[src/rtl/tone_gen_pkg.sv]
// Shared constants for the buzzer tone generator: note and octave codes,
// middle-octave half-period table at 100 MHz, and FSM state encoding.
package tone_gen_pkg;

  localparam int HW     = 19;
  localparam int REF_HZ = 100_000_000;

  localparam logic [2:0] n_space = 3'd0;
  localparam logic [2:0] n_do    = 3'd1;
  localparam logic [2:0] n_re    = 3'd2;
  localparam logic [2:0] n_mi    = 3'd3;
  localparam logic [2:0] n_fa    = 3'd4;
  localparam logic [2:0] n_so    = 3'd5;
  localparam logic [2:0] n_la    = 3'd6;
  localparam logic [2:0] n_q1    = 3'd7;

  localparam longint HP_DO = 191113;
  localparam longint HP_RE = 170262;
  localparam longint HP_MI = 151685;
  localparam longint HP_FA = 143172;
  localparam longint HP_SO = 127551;
  localparam longint HP_LA = 113636;
  localparam longint HP_Q1 = 101239;

  localparam logic [1:0] oct_low  = 2'd0;
  localparam logic [1:0] oct_mid  = 2'd1;
  localparam logic [1:0] oct_high = 2'd2;

  typedef enum logic {
    IDLE = 1'b0,
    TONE = 1'b1
  } state_t;

  // Middle-octave half-period in REF_HZ cycles; a rest has no period.
  function automatic longint base_hp(input logic [2:0] note);
    case (note)
      n_do:    return HP_DO;
      n_re:    return HP_RE;
      n_mi:    return HP_MI;
      n_fa:    return HP_FA;
      n_so:    return HP_SO;
      n_la:    return HP_LA;
      n_q1:    return HP_Q1;
      default: return 64'd0;
    endcase
  endfunction

endpackage

[src/rtl/tone_gen_note_period_lut.sv]
// Combinational note/octave to half-period lookup. The whole table is built
// at elaboration, so hardware is just an 8-entry constant mux plus a shift.
module note_period_lut
  import tone_gen_pkg::*;
#(
  parameter int CLK_HZ   = 100_000_000,
  parameter int HP_SHIFT = 0
) (
  input  logic [2:0]    note_num,
  input  logic [1:0]    octave,
  output logic [HW-1:0] half_period
);

  // Scales with the clock, identity at 100 MHz; shift and clamp to at least 1.
  function automatic logic [HW-1:0] scaled_hp(input logic [2:0] note);
    longint v;
    v = ((base_hp(note) * longint'(CLK_HZ)) / longint'(REF_HZ)) >>> HP_SHIFT;
    if (v < 64'sd1) v = 64'sd1;
    return v[HW-1:0];
  endfunction

  localparam logic [HW-1:0] HP_TAB [0:7] = '{
    scaled_hp(3'd0), scaled_hp(3'd1), scaled_hp(3'd2), scaled_hp(3'd3),
    scaled_hp(3'd4), scaled_hp(3'd5), scaled_hp(3'd6), scaled_hp(3'd7)
  };

  logic [HW-1:0] mid_hp;
  logic [HW-1:0] oct_hp;

  always_comb begin
    mid_hp = HP_TAB[note_num];
    case (octave)
      oct_low:  oct_hp = mid_hp << 1;
      oct_mid:  oct_hp = mid_hp;
      oct_high: oct_hp = mid_hp >> 1;
      default:  oct_hp = mid_hp;
    endcase
    // A one-cycle half shifted up an octave would reach 0 and wrap the counter.
    half_period = (oct_hp == '0) ? HW'(1) : oct_hp;
  end

endmodule

[src/rtl/tone_gen.sv]
// Note-number to buzzer square wave. Pitch, octave and mute only change on
// full-period boundaries so the buzzer never sees a runt pulse.
//   state | meaning
//   IDLE  | silent, buzz low, waiting for en with a non-rest note
//   TONE  | playing cur_note; counter times the current half-period
module tone_gen
  import tone_gen_pkg::*;
#(
  parameter int CLK_HZ   = 100_000_000,
  parameter int HP_SHIFT = 0
) (
  input  logic       clk,
  input  logic       rst_n,
  input  logic       en,
  input  logic [2:0] note_num,
  input  logic [1:0] octave,
  output logic       buzz,
  output logic       sounding,
  output logic [2:0] cur_note,
  output logic       period_done
);

  state_t        state;
  logic [HW-1:0] counter;
  logic [1:0]    oct_q;

  logic          reload_high;
  logic [2:0]    lut_note;
  logic [1:0]    lut_oct;
  logic [HW-1:0] half_period;
  logic          want_tone;

  // At the end of a high half the low half must reuse the latched pitch;
  // everywhere else the LUT looks at the live inputs for the next period.
  assign reload_high = (state == TONE) && buzz;
  assign lut_note    = reload_high ? cur_note : note_num;
  assign lut_oct     = reload_high ? oct_q    : octave;
  assign want_tone   = en && (note_num != n_space);

  note_period_lut #(
    .CLK_HZ   (CLK_HZ),
    .HP_SHIFT (HP_SHIFT)
  ) u_lut (
    .note_num    (lut_note),
    .octave      (lut_oct),
    .half_period (half_period)
  );

  always_ff @(posedge clk or negedge rst_n) begin
    if (!rst_n) begin
      state       <= IDLE;
      buzz        <= 1'b0;
      cur_note    <= n_space;
      oct_q       <= oct_mid;
      counter     <= '0;
      period_done <= 1'b0;
    end else begin
      period_done <= 1'b0;
      case (state)
        IDLE: begin
          if (want_tone) begin
            state    <= TONE;
            buzz     <= 1'b1;
            cur_note <= note_num;
            oct_q    <= octave;
            counter  <= half_period - HW'(1);
          end
        end
        TONE: begin
          if (counter != '0) begin
            counter <= counter - HW'(1);
          end else if (buzz) begin
            buzz    <= 1'b0;
            counter <= half_period - HW'(1);
          end else begin
            period_done <= 1'b1;
            if (want_tone) begin
              buzz     <= 1'b1;
              cur_note <= note_num;
              oct_q    <= octave;
              counter  <= half_period - HW'(1);
            end else begin
              state    <= IDLE;
              cur_note <= n_space;
              counter  <= '0;
            end
          end
        end
        default: begin
          state    <= IDLE;
          buzz     <= 1'b0;
          cur_note <= n_space;
          counter  <= '0;
        end
      endcase
    end
  end

  assign sounding = (state == TONE);

endmodule
[config.mk]
export PLATFORM = sky130hd
export DESIGN_NAME = tone_gen
export DESIGN_NICKNAME = d
export VERILOG_FILES = /design/src/rtl/tone_gen_pkg.sv /design/src/rtl/tone_gen_note_period_lut.sv /design/src/rtl/tone_gen.sv
export SDC_FILE = /design/constraint.sdc
export NUM_CORES = 1
export LEC_CHECK = 0
export BUFFER_PORTS_ARGS = -buffer_cell sky130_fd_sc_hd__buf_2
export CORE_MARGIN = 2
export CORE_UTILIZATION = 40
export CTS_BUF_LIST = sky130_fd_sc_hd__clkbuf_4 sky130_fd_sc_hd__clkbuf_8
export DETAILED_ROUTE_END_ITERATION = 7
export SETUP_SLACK_MARGIN = 0.2
export SYNTH_ARGS = -nofsm -noshare
export SYNTH_HDL_FRONTEND = slang
export SYNTH_SLANG_ARGS = --single-unit
[constraint.sdc]
create_clock -name clk -period 5.2 [get_ports clk]
set_input_delay 0.78 -clock clk [delete_from_list [all_inputs] [get_ports clk]]
set_output_delay 0.78 -clock clk [all_outputs]
set_load 0.005 [all_outputs]
==> impl_results.md, run 1 <==
- Status: finished clean
- First-pass GRT wire length: 13200 um
- Die W: approximately 86 um
- Cell family with most CP delay: simple AND/OR/NAND/NOR gates
- Register bit count reported by yosys: 27
- Final Max Tran Viols: 0
- CTS Buf Count: 3
- Asr flop ratio synth: 1.00
- Initial antenna violation count: 0
- Setup Slack @ Placement: 0.916 ns
- Clk_skew: 0.00560 ns
- Number of synthesized flops with an enable pin: 0
- Cell Pwr Density: ~240 nW/um2
- # fillers: 664
- Peak supply drop: roughly 0.000095 V
- Layout area overhead: 5.48%
- YS warnings: 0
- Synth cell types: just under 70
- Post-Syn Area: 2700 um2
- Initial DRC Count: 269
- Share of cells above drive strength 1: 0.115
- Post-CTS setup buffer count: 0
- Final worst path period share: 0.831
- Sequential Area: 677 um2
- DRC Markers: 0
- Most common cell in the netlist: nand2_1
- TritonCTS clock tree: yes
- Largest net degree at the start of global routing: 28
- WP data arrival: 4.50 ns
- Avg Cell Area, Syn: 7.70 um2
- Setup crit start kind: flip-flop
- I/O Pins: 14
- Total of max-cap violations: 0
- Die height: 86.1 um
- H-tree lvl count: 1
- Setup TNS: 0 ns
- Synth top area cells: dfrtp_1, o21ai_0, nand2_1, nor2_1, a21oi_1
- RSZ-0062 raised after global routing: no
- Max transition margin: 0.367
- Final hold vios: 0
- Via count: 2785
- Slew @ Worst Pin: 0.941 ns
- Setup violators final: 0
- Clk sink count: 27
- Final worst slack: between 0.8 and 0.9 ns
- WL per Instance: between 15 and 20 um
- Initial Util: 0.420
- CP endpoint kind: flip-flop
- Clock-pin slew on the worst setup and hold paths: 0.11 ns
- Crit-path max FO: 8
- Max stage delay on crit path: roughly 0.50 ns
- Drt pass-1 iters: 6
- Primary FF master, synth: dfrtp_1
- Hold buffer count at cts: 0
- Fmax: around 230 MHz
- Post-synth top area share: 0.241
- Core box area: 6420 um2
- All-Layer GR Usage: 0.220
- Detailed Place HPWL: 5900 um
- Clock Latency Late Sink: 0.28 ns
- Pleak: 1.12 nW
- I/O Buffers: 13
- Number of global-route vias before repair: roughly 2500
- Antenna viol nets, final: 0
- Cells after Synth: 350
- Critical path cell sequence: and2_1, mux2_2, ha_1, or3_1, o21ai_0, a222oi_1, and3_1, a21oi_1, ha_1, nand4_1, nor4_4, o21ai_0, o311ai_0
- Die footprint: 7410 um2
- CP Class: flip-flop to flip-flop
- Tightest Hold Check Type: input pin to async pin
- Resize count post-CTS: 0
- Vias/cell: 6.55
- Multi-input gate area: approximately 1900 um2
- Root Driver: clkbuf_8
- CP bufs+invs: 0
- ANT cells: 0
- Final net count: 362
- Worst EP required: 5.37 ns
- Slowest CP cell: dfrtp_1
- Final Critical Period: around 4.3 ns
- Global route overflow: 0
- Syn Nets: 363
- Register area share after synthesis: 0.251
- Cell accounting for the most synthesized area: dfrtp_1
- Num rows: 29
- Synth cell count leaders: nand2_1, nor2_1, o21ai_0, dfrtp_1, a21oi_1
- CTS Buffer Depth: 2
- Final wirelength: about 8000 um
- Placer Congestion: 0.941
-- final timing paths --
path,cells past startpoint,start,slack (ns),to
max in group asynchronous,1,rst_n,4.26,counter[7]
setup reg to reg,13,buzz,0.88,counter[14]
hold reg to reg,2,oct_q[0],0.55,oct_q[0]
min in group clk,2,oct_q[0],0.55,oct_q[0]
setup / recovery,13,buzz,0.88,counter[14]
hold / removal,1,rst_n,0.51,counter[17]
-- kinds of logic (layout without fill, tap and decap cells) --
| kind of cell | Yosys count | after routing | share of synthesized area |
|---|---|---|---|
| muxes | 5 | 5 | 0.0195 |
| xor gates and xnor gates | 12 | 12 | 0.0390 |
| DFF | 27 | 27 | 0.251 |
| buffers and inverters | 37 | 35 | 0.0594 |
| adders and majority gates | 5 | 5 | 0.0232 |
| AOI/OAI and AO/OA | 135 | 135 | 0.356 |
| and+or+nand+nor | 129 | 129 | 0.252 |
-- registers in the layout, indices dropped and copies added (netlist names) --
| signal | cells |
|---|---|
| oct_q | 2 |
| period_done | 1 |
| counter | 19 |
| sounding | 1 |
| buzz | 1 |
| cur_note | 3 |
-- cell usage in the layout, fill, tap and decap left out, types with 3 or more instances in the layout --
cell      instances
inv_1            10
o31a_1            5
a21o_1            4
buf_4             8
and4b_1           3
buf_2            13
a221oi_1          5
xnor2_1           9
xor2_1            3
a221o_1           4
or3_1             6
o211ai_1         10
or4_1             4
nand2_1          35
a21oi_1          17
nand4b_1          4
o21ai_0          29
dfrtp_1          26
nand3_1          10
a22oi_1           5
a211oi_1          8
o21ai_1           3
nor4_1            6
and3_1            3
nor2_1           32
nor3_1            9
mux2i_1           3
a222oi_1          3
o31ai_1           3
o22ai_1          10
nand2b_1          4
a31oi_1           3
clkbuf_8          3
ha_1              5
-- stage by stage --
stage	hold slack, ns	power, W	util	instances	area, um2
2_1_floorplan	0.484	0.000487	-	350	2700
6_report	0.512	0.000685	0.443	425	2840
4_1_cts	0.528	0.000686	0.443	425	2840
5_1_grt	0.548	0.000733	0.443	425	2840
3_5_place_dp	0.535	0.000553	0.435	421	2800
3_3_place_gp	0.507	0.000550	0.435	421	2800
-- power by group --
part | internal (W) | switching (W)
sequential | 0.000256 | 0.0000606
clock | 0.0000546 | 0.0000762
combinational | 0.000104 | 0.000133
total | 0.000415 | 0.000270
-- final cells by class --
cell class / instances / share of cell area
clock inverters: 1 / 0.00264
clock buffers: 3 / 0.0145
multi-input cells: 286 / 0.654
repair buffers: 21 / 0.0440
well taps: 77 / 0.0339
inverters: 10 / 0.0132
flip-flops and latches: 27 / 0.238
-- metal layers --
metal / up-vias / GRT usage / routed length (um)
met5: - / 0 / 0
met4: 0 / 0.0519 / 65
met3: 6 / 0.0202 / 463
met2: 118 / 0.341 / 3640
met1: 1313 / 0.328 / 3770
li1: 1348 / - / -
Power figures use the tool's default switching activity.
==> run 2: changes to the inputs <==
==> constraint.sdc (replaced) <==
create_clock -name clk -period 3.8 [get_ports clk]
set_input_delay 0.57 -clock clk [delete_from_list [all_inputs] [get_ports clk]]
set_output_delay 0.57 -clock clk [all_outputs]
set_load 0.005 [all_outputs]
==> impl_results.md, run 2 (synthesis gave the netlist of run 1 again) <==
- Setup crit start kind: flip-flop
- Number of global-route vias before repair: 2692
- Max reg flops: 19
- Final Max Tran Viols: 0
- Vias/cell: 6.57
- Initial DRC Count: 185
- Flop-to-flop setup slack: between 0.3 and 0.4 ns
- Setup violators final: 0
- Final net count: 380
- Tightest Hold Check Type: input pin to async pin
- CTS Buf Count: 3
- H-tree lvl count: 1
- Crit-path max FO: 6
- CP endpoint kind: flip-flop
- Worst path most repeated cell: buf_4
- ANT cells: 0
- Pleak: 1.22 nW
- Final hold vios: 0
- CP Class: flip-flop to flip-flop
- Worst EP required: 3.97 ns
- Clock-pin slew on the worst setup and hold paths: 0.11 ns
- Die height: between 80 and 90 um
- Layout area overhead: 13.3%
- Largest net degree at the start of global routing: 33
- Clk_skew: between 0.01 and 0.015 ns
- Post-Layout Cell Count: 443
- Total of max-cap violations: 0
- Slowest CP cell: a222oi_1
- Slew @ Worst Pin: 0.638 ns
- Cell Pwr Density: 317 nW/um2
- Final Critical Period: 3.40 ns
- Fmax: 294 MHz
- Top flop regs: counter: 19 flops, cur_note: 3 flops, oct_q: 2 flops
- Detailed Place HPWL: 6210 um
- Critical path cell sequence: buf_4, nand2_2, mux2i_4, buf_4, inv_1, ha_1, inv_2, o22ai_1, a222oi_1, and3_1, a21oi_2, ha_2, nand4_1, nor4_4, o21bai_1, a221o_1
- Clk sink count: 27
- Peak supply drop: ~0.00014 V
- R2r worst-path depth: 16
- Most common cell after layout, fill and taps aside: nand2_1
- Share of cells above drive strength 1: 0.194
- Critical R2R Launch: buzz
- Inst Count DP: 434
- Die W: approximately 86 um
- Num rows: 29
- Placer Congestion: 0.965
- Final worst path period share: 0.896
- WL per Instance: around 19 um
- Final wirelength: 8440 um
- I/O Pins: 14
- Global route overflow: 0
- Max transition margin: 0.575
- I/O Buffers: 13
- Setup TNS: 0 ns
- Via count: between 2000 and 3000
- Root Driver: clkbuf_8
- Initial antenna violation count: 0
- DRC Markers: 0
- TritonCTS clock tree: yes
- Biggest register: counter
- Antenna viol nets, final: 0
- Initial Util: 0.420
- Clock Latency Late Sink: 0.29 ns
- RSZ-0062 raised after global routing: no
- Drt pass-1 iters: 5
- CTS Buffer Depth: 2
- Die footprint: about 7400 um2
- Most frequent cells in the layout: nand2_1, nor2_1, o21ai_0
- First-pass GRT wire length: 14200 um
- Core box area: 6420 um2
- RR Endpoint: counter[12]
- Status: finished clean
- All-Layer GR Usage: 0.241
- Max stage delay on crit path: 0.42 ns
- # fillers: 657
- WP data arrival: 3.58 ns
-- run 2: metrics by stage --
step	cell area (um2)	total power (W)	utilization	hold slack, ns	setup WS (ns)
4_1_cts	2980	0.000959	0.463	0.307	0.250
5_1_grt	3060	0.00104	0.476	0.345	0.184
3_3_place_gp	2930	0.000766	0.456	0.513	0.253
2_1_floorplan	2740	0.000670	-	0.274	0.211
3_5_place_dp	2930	0.000775	0.456	0.515	0.195
6_report	3060	0.000968	0.476	0.283	0.395
-- run 2: timing repair --
| action | in CTS | in global routing |
|---|---|---|
| hold buffers | 0 | 0 |
| resized for setup | 0 | 11 |
| endpoints found under the setup margin | 0 | 7 |
| setup buffers | 0 | 5 |
-- run 2: where the power goes --
part	internal [W]	switching (W)	total, W
clock network	0.0000828	0.000102	0.000184
registers	0.000351	0.0000837	0.000435
logic	0.000158	0.000191	0.000348
-- run 2: layout make-up --
cell class / instances / area (um2) / area share
Clock buffer: 4 / 48.8 / 0.0160
Sequential cell: 27 / 677 / 0.222
Tap cell: 77 / 96.3 / 0.0315
Multi-Input combinational cell: 286 / 1940 / 0.633
Inverter: 10 / 37.5 / 0.0123
Timing Repair Buffer: 39 / 260 / 0.0852
-- run 2: layer usage --
metal	up-vias	global-route usage	part of all wire	wire [um]
met5	-	0	0	0
met3	7	0.0289	0.051	428
met4	0	0.0693	0.011	96
li1	1385	-	-	-
met2	90	0.379	0.47	4000
met1	1427	0.346	0.46	3910
-- run 2: worst max-delay path: cells and delay by family (launching register included) --
family | cells | cell delay, ns
AND/OR/NAND/NOR | 4 | 0.58
multiplexers | 1 | 0.30
adder cells (fa/ha/maj) | 2 | 0.41
AO/OA/AOI/OAI | 5 | 1.07
buffers and inverters | 4 | 0.50
flip-flops | 1 | 0.41
-- run 2: worst max-delay path by stage --
stage                start     endpoint  slack (ns)  depth (start not counted)
3_3_place_gp   note_num[1]  counter[12]        0.25                         10
4_1_cts               buzz   counter[8]        0.25                         14
6_report              buzz  counter[12]        0.40                         16
3_5_place_dp   note_num[1]  counter[18]        0.19                         10
2_1_floorplan     sounding   counter[8]        0.21                         15
5_1_grt               buzz   counter[8]        0.18                         13
==> run 3: changes to the inputs <==
--- a/config.mk
+++ b/config.mk
@@ -10,6 +10,7 @@
 export CORE_UTILIZATION = 40
 export CTS_BUF_LIST = sky130_fd_sc_hd__clkbuf_4 sky130_fd_sc_hd__clkbuf_8
 export DETAILED_ROUTE_END_ITERATION = 7
+export RECOVER_POWER = 50
 export SETUP_SLACK_MARGIN = 0.2
 export SYNTH_ARGS = -nofsm -noshare
 export SYNTH_HDL_FRONTEND = slang
==> impl_results.md, run 3 (synthesis gave the netlist of run 1 again) <==
- Status: complete, but fails checks
- Failing checks: max-capacitance violations, max-slew violations
- Final hold vios: 0
- Most frequent cells in the layout: nand2_1, nor2_1, o21ai_0
- Die footprint: roughly 7400 um2
- Post-Layout Cell Count: 443
- First-pass GRT wire length: 14200 um
- Tightest Hold Check Type: flip-flop to flip-flop
- Total chip power: a little under 0.001 W
- Via count: 2909
- Slowest CP cell: a222oi_1
- Critical path cell sequence: buf_4, nand2_2, mux2i_4, buf_4, inv_1, ha_1, inv_2, o22ai_1, a222oi_1, and3_1, a21oi_2, ha_2, nand4_1, nor4_4, o21bai_1, a221o_1
- I/O Buffers: 13
- Die W: 86.1 um
- Total of max-cap violations: 1
- Root Driver: clkbuf_8
- Pleak: 1.22 nW
- Critical R2R Launch: buzz
- Setup violators final: 0
- Num rows: 29
- Global route overflow: 0
- CP Class: flip-flop to flip-flop
- CTS Buf Count: 3
- R2r worst-path depth: 16
- Antenna viol nets, final: 0
- DRC Markers: 0
- Max reg flops: 19
- Grt met3 use: 0.0289
- Worst EP required: 3.97 ns
- Cell Pwr Density: 317 nW/um2
- RR Endpoint: counter[12]
- Largest net degree at the start of global routing: 33
- Multi-input gate area: 1940 um2
- Layout area overhead: 13.3%
- Vias/cell: 6.57
- Flop-to-flop setup slack: between 0.3 and 0.4 ns
- Die height: approximately 86 um
- Setup Slack @ Placement: 0.195 ns
- Max transition margin: -0.0227
- GRT busiest layer: met2
- Final wirelength: 8440 um
- Inst Count DP: 434
- Final worst path period share: 0.896
- Clock-pin slew on the worst setup and hold paths: 0.11 ns
- Setup TNS: 0 ns
- Final Hold Slack: between 0.5 and 0.6 ns
- RSZ-0062 raised after global routing: no
- H-tree lvl count: 1
- Share of cells above drive strength 1: 0.191
- Peak supply drop: 0.000139 V
- Slew @ Worst Pin: about 1.5 ns
- Initial Util: 0.420
- Top flop regs: counter: 19 flops, cur_note: 3 flops, oct_q: 2 flops
- Worst path most repeated cell: buf_4
- TritonCTS clock tree: yes
- Clk sink count: 27
- # fillers: 658
- Setup crit start kind: flip-flop
- Grt met1 use: 0.346
- WP data arrival: about 3.6 ns
- WL per Instance: ~19 um
- Hold Path Origin: oct_q[0]
- Crit-path max FO: 6
- Initial antenna violation count: 0
- Initial DRC Count: approximately 190
- Final Max Tran Viols: 28
- ANT cells: 0
- CP endpoint kind: flip-flop
- Met2 Resource Use GR: 0.379
- Max stage delay on crit path: about 0.42 ns
- I/O Pins: 14
- Drt pass-1 iters: 5
- Clk_skew: approximately 0.014 ns
- Fmax: 294 MHz
- Final Critical Period: 3.40 ns
- Most common cell after layout, fill and taps aside: nand2_1
- Detailed Place HPWL: 6210 um
- Clock Latency Late Sink: around 0.29 ns
- Sequential Area: slightly below 700 um2
- Worst hold endpoint: oct_q[0]
- Placer Congestion: 0.965
- All-Layer GR Usage: 0.241
- Core box area: approximately 6400 um2
- Final worst slack: 0.395 ns
- Hold buffer count at cts: 0
- Final net count: 380
- Number of global-route vias before repair: roughly 2700
- Hold Path Cell Cnt: 2
- Biggest register: counter
- CTS Buffer Depth: 2
-- run 3: cell types whose count changed in the layout (fill, tap and decap cells not counted) --
| cell | change |
|---|---|
| buf_2 | -1 |
| clkbuf_1 | +1 |
-- run 3: cell type report --
cell class                      count  share of cell area
Multi-Input combinational cell    286               0.634
Tap cell                           77              0.0315
Timing Repair Buffer               39              0.0848
Inverter                           10              0.0123
Clock buffer                        4              0.0160
Sequential cell                    27               0.222
-- run 3: what timing repair did --
action	CTS	global route
gates resized for setup	0	11
buffers inserted	0	5
setup endpoints to repair	0	7
-- run 3: critical path: cells and delay by family, from the launching register on --
kind            cells  cell delay [ns]
compound gates      5             1.07
simple gates        4             0.58
buf+inv             4             0.50
flops               1             0.41
fa+ha+maj           2             0.41
mux                 1             0.30
-- run 3: how the worst max path moves through the flow --
stage                 from           to  slack (ns)  cells past startpoint
4_1_cts               buzz   counter[8]        0.25                     14
6_report              buzz  counter[12]        0.40                     16
3_5_place_dp   note_num[1]  counter[18]        0.19                     10
5_1_grt               buzz   counter[8]        0.18                     13
2_1_floorplan     sounding   counter[8]        0.21                     15
3_3_place_gp   note_num[1]  counter[12]        0.25                     10
-- run 3: power by group --
group	internal (W)	switching (W)	leakage [nW]	total (W)
logic	0.000158	0.000191	0.861	0.000348
clock network	0.0000828	0.000102	0.0262	0.000184
registers	0.000351	0.0000837	0.331	0.000435
-- run 3: layer usage --
layer / routed length [um] / vias to the layer above / part of all wire
li1: - / 1385 / -
met1: 3910 / 1427 / 0.46
met2: 4010 / 90 / 0.47
met3: 427 / 7 / 0.051
met4: 96 / 0 / 0.011
met5: 0 / - / 0
-- run 3: metrics by stage --
stage / instance area (um2) / utilization
floorplan: 2740 / -
global placement: 2930 / 0.456
detailed placement: 2930 / 0.456
CTS: 2980 / 0.463
global route: 3050 / 0.476
finish: 3050 / 0.476
